===== src/rtl/product_bcd_converter.sv =====
// Signed A:B product to sign-magnitude BCD converter.
// Serial double dabble: one product bit per clock.
module product_bcd_converter #(
  parameter int IN_W   = 16,
  parameter int DIGITS = 5
) (
  input  logic                  Clk,
  input  logic                  Reset,
  input  logic                  Start,
  input  logic [IN_W/2-1:0]     Aval,
  input  logic [IN_W/2-1:0]     Bval,
  output logic                  Busy,
  output logic                  Done,
  output logic                  Neg,
  output logic [4*DIGITS-1:0]   Bcd
);

  localparam int CW = $clog2(IN_W + 1);
  localparam int SW = 4 * DIGITS;

  typedef enum logic [1:0] {
    S_IDLE,
    S_SHIFT,
    S_DONE
  } state_t;

  state_t               r_state;
  state_t               w_next;
  logic [IN_W-1:0]      r_mag;
  logic [SW-1:0]        r_scr;
  logic [CW-1:0]        r_cnt;
  logic                 r_neg;
  logic [SW-1:0]        r_bcd;
  logic                 r_neg_o;
  logic [IN_W-1:0]      w_v;
  logic [IN_W-1:0]      w_abs;
  logic [SW-1:0]        w_adj;
  logic [SW+IN_W-1:0]   w_sh;
  logic                 w_last;

  assign w_v    = {Aval, Bval};
  // 0x8000 negates to itself, which reads as 32768 unsigned
  assign w_abs  = w_v[IN_W-1] ? (~w_v) + IN_W'(1) : w_v;
  assign w_last = (r_cnt == CW'(1));

  always_comb begin
    w_adj = r_scr;
    for (int d = 0; d < DIGITS; d++) begin
      if (r_scr[4*d +: 4] >= 4'd5)
        w_adj[4*d +: 4] = r_scr[4*d +: 4] + 4'd3;
    end
    w_sh = {w_adj, r_mag} << 1;
  end

  always_comb begin
    w_next = r_state;
    unique case (r_state)
      S_IDLE:  if (Start)  w_next = S_SHIFT;
      S_SHIFT: if (w_last) w_next = S_DONE;
      S_DONE:  w_next = S_IDLE;
      default: w_next = S_IDLE;
    endcase
  end

  always_ff @(posedge Clk or negedge Reset) begin
    if (!Reset) begin
      r_state <= S_IDLE;
      r_mag   <= '0;
      r_scr   <= '0;
      r_cnt   <= '0;
      r_neg   <= 1'b0;
      r_bcd   <= '0;
      r_neg_o <= 1'b0;
    end else begin
      r_state <= w_next;
      if (r_state == S_IDLE && Start) begin
        r_neg <= w_v[IN_W-1];
        r_mag <= w_abs;
        r_scr <= '0;
        r_cnt <= CW'(IN_W);
      end else if (r_state == S_SHIFT) begin
        r_scr <= w_sh[SW+IN_W-1 -: SW];
        r_mag <= w_sh[IN_W-1:0];
        r_cnt <= r_cnt - CW'(1);
        if (w_last) begin
          r_bcd   <= w_sh[SW+IN_W-1 -: SW];
          r_neg_o <= r_neg;
        end
      end
    end
  end

  assign Busy = (r_state != S_IDLE);
  assign Done = (r_state == S_DONE);
  assign Neg  = r_neg_o;
  assign Bcd  = r_bcd;

endmodule


===== config.mk =====
export PLATFORM = sky130hd
export DESIGN_NAME = product_bcd_converter
export DESIGN_NICKNAME = d
export VERILOG_FILES = /design/src/rtl/product_bcd_converter.sv
export SDC_FILE = /design/constraint.sdc
export NUM_CORES = 1
export LEC_CHECK = 0
export ABC_AREA = 1
export BUFFER_PORTS_ARGS = -buffer_cell sky130_fd_sc_hd__buf_2
export CAP_MARGIN = 20
export CORE_MARGIN = 8
export CORE_UTILIZATION = 54
export CTS_BUF_LIST = sky130_fd_sc_hd__clkbuf_2
export DETAILED_ROUTE_END_ITERATION = 8
export PLACE_DENSITY_LB_ADDON = 0.25
export SLEW_MARGIN = 30
export SYNTH_ARGS = -nofsm -noshare
export SYNTH_HDL_FRONTEND = slang
export SYNTH_SLANG_ARGS = --single-unit

===== constraint.sdc =====
create_clock -name Clk -period 1.4 [get_ports Clk]
set_input_delay 0.21 -clock Clk [delete_from_list [all_inputs] [get_ports Clk]]
set_output_delay 0.21 -clock Clk [all_outputs]
set_load 0.1 [all_outputs]

==> reports/qor.csv <==
metric,value,unit
Worst Setup End Kind,output pin,
final setup fails,17,
Wirelength per Cell,13.9,um
largest cells by area after synthesis,"dfrtp_1, nand2_1, o21ai_0, inv_1, ha_1",
Final Instance Area,4570,um2
drt pass-1 iters,4,
"slowest stage delay, CP",0.45,ns
synth unique cells,29,
final hold vios,0,
placed cell area,3940,um2
Slowest cell on crit path,dfrtp_1,
layout cell share with drive strength beyond 1,35.7,%
total gr overflow,0,
Hold Crit Class,input port to flop,
Syn Nets,448,
gr usage total,18.2,%
Slew HR,73.2,%
Port Buffers,41,
crit-path leading delay family,flip-flops,
post-synthesis mux area share,0,%
DIE AREA,9270,um2
DRC,0,
Syn Inst Count,416,
Yosys top cell by area,dfrtp_1,
crit-path cells,"inv_2, nand2_2, buf_12",
Final HPWL DP,5210,um
Final Wtd Congestion,0.826,
Clock transition at path regs,0.15,ns
setup TNS,-0.260,ns
synthesized area,3480,um2
vias in the first global route,2989,
main combinational cell family by area after synthesis,simple AND/OR/NAND/NOR gates,
chip width,96.3,um
xor-xnor portion of the synthesized cell area,3.53,%
vias after detailed routing,3010,
Startpoint Class,flop,
fin util,72.9,%
CP max FO,2,
clk buf depth,2,
Starting DRT DRC Count,83,
part of the Yosys area used for sequential elements,46.8,%
Finished Layout Cells,578,
Antenna Nets Post-Route,0,
nets@finish,529,
most frequent cells after synthesis,"nand2_1, dfrtp_1, inv_1",
Via density,5.21,
FMAX,0.687,GHz
crit path time final,1.46,ns
CP Data Arrival Time,1.25,ns
syn avg cell area,8.36,um2
area share of the largest cell type after synthesis,46.8,%
dpl cells,543,
WP data required,1.19,ns
Layout area overhead,31.5,%
CTS tree,yes,
max-slew violation count,0,
CP bufs+invs,2,
first-pass GRT wire length,13400,um
Root Buffer,clkbuf_2,
#FFs+latches synth,65,
Core Area,6280,um2
simple-gate share of the synthesized area,20.4,%
number of synthesized flops with an enable pin,0,
status,"finished, violations left",
Starting Density,55.4,%
Die H,96.3,um
failing checks,setup timing,
final worst setup slack,-0.0555,ns
initial antenna violation count,0,
slew at the pin closest to its max-slew limit,0.398,ns
most frequent cell after synthesis,nand2_1,
clk sink count,65,
antenna cells,0,
post-synthesis async set-or-reset flop share,100,%
"Top FF cell, synth",dfrtp_1,
RSZ-0062 raised after global routing,true,
yosys warns,0,
io pins,42,
Rows,29,
critical path type,flop to output pin,
Compound-Gate Fraction of Synth Area,15.9,%
Num CTS Buffers,9,
drt total wl,8010,um
max_cap viols,0,
largest net degree at the start of global routing,34,
Clock Latency Late Sink,0.49,ns
CTS H-tree depth,3,
Layout Skew,0.0122,ns
Synth Area in Adders,4.68,%
Final Cycle Share,104,%
-- per-stage QoR --
step | setup WS [ns] | hold slack, ns
floorplan | 0.0537 | -0.0856
global placement | -0.00348 | 0.152
detailed placement | -0.154 | 0.151
CTS | -0.0900 | 0.0156
global route | -0.113 | 0.0472
finish | -0.0555 | 0.0304
-- cell type report --
cell class                 instances  area [um2]
timing repair buffer              85         788
fill                             461        1700
tap                               77        96.3
inverter                          51         204
sequential                        65        1630
clock buffer                      10        50.0
multi-input combinational        285        1760
clock inverter                     5        47.5
-- repair_timing --
item                                    in CTS  in global routing
gates cloned                                 1                  0
endpoints found under the hold margin       65                  0
buffers inserted                             9                 10
endpoints found under the setup margin      37                 71
hold buffers                                 1                  0
gates resized for setup                     51                 83
pin swaps                                    9                 21
-- registers in the layout (all words and copies together) (netlist names) --
register,count
Neg,1
Bcd,20
r_mag,16
r_state,2
r_cnt,5
r_neg,1
r_scr,20
-- placed cells by master, fill, tap and decap left out, drive strengths merged --
cell         count
a21oi           13
a32o             1
buf             84
bufinv           1
clkbuf          10
clkinv           4
dfrtp           65
dlygate4sd3      1
ha              13
inv             51
nand2          118
nand3           18
nand3b           4
nand4            2
nor2            22
o211ai           2
o21a             1
o21ai           58
o221ai           1
o22ai           18
xnor2            2
xor2            12
-- per-layer routing --
metal	share of wire, %	global-route usage, %
met3	3.6	2.89
met4	2.0	7.94
met2	49	30.1
met1	45	23.1
met5	0	0
-- tightest hold or removal path: cells and delay by family --
kind                   cells  cell delay (ns)
and+or+nand+nor            4             0.20
buffers and inverters      1             0.09
-- final timing paths --
path                       depth (start not counted)    endpoint       start  slack (ns)
max                                                3        Busy  r_state[0]       -0.06
min reg2reg                                        2         Neg         Neg        0.49
max reg2reg                                        9    r_mag[1]  r_state[0]       -0.02
max in group asynchronous                          3  r_state[0]       Reset        0.73
min                                                5   r_mag[13]     Aval[5]        0.03
min in group asynchronous                          2      Bcd[4]       Reset        0.15
-- cells by family (layout without fill, tap and decap cells) --
logic type | after synthesis | after routing
xor gates and xnor gates | 14 | 14
and+or+nand+nor | 164 | 164
AOI/OAI and AO/OA | 94 | 94
DFF | 65 | 65
adders and majority gates | 13 | 13
buffers and inverters | 66 | 151
Power is not shown: default switching activity piles up to over one toggle a cycle in this logic, so the estimate is an artifact.
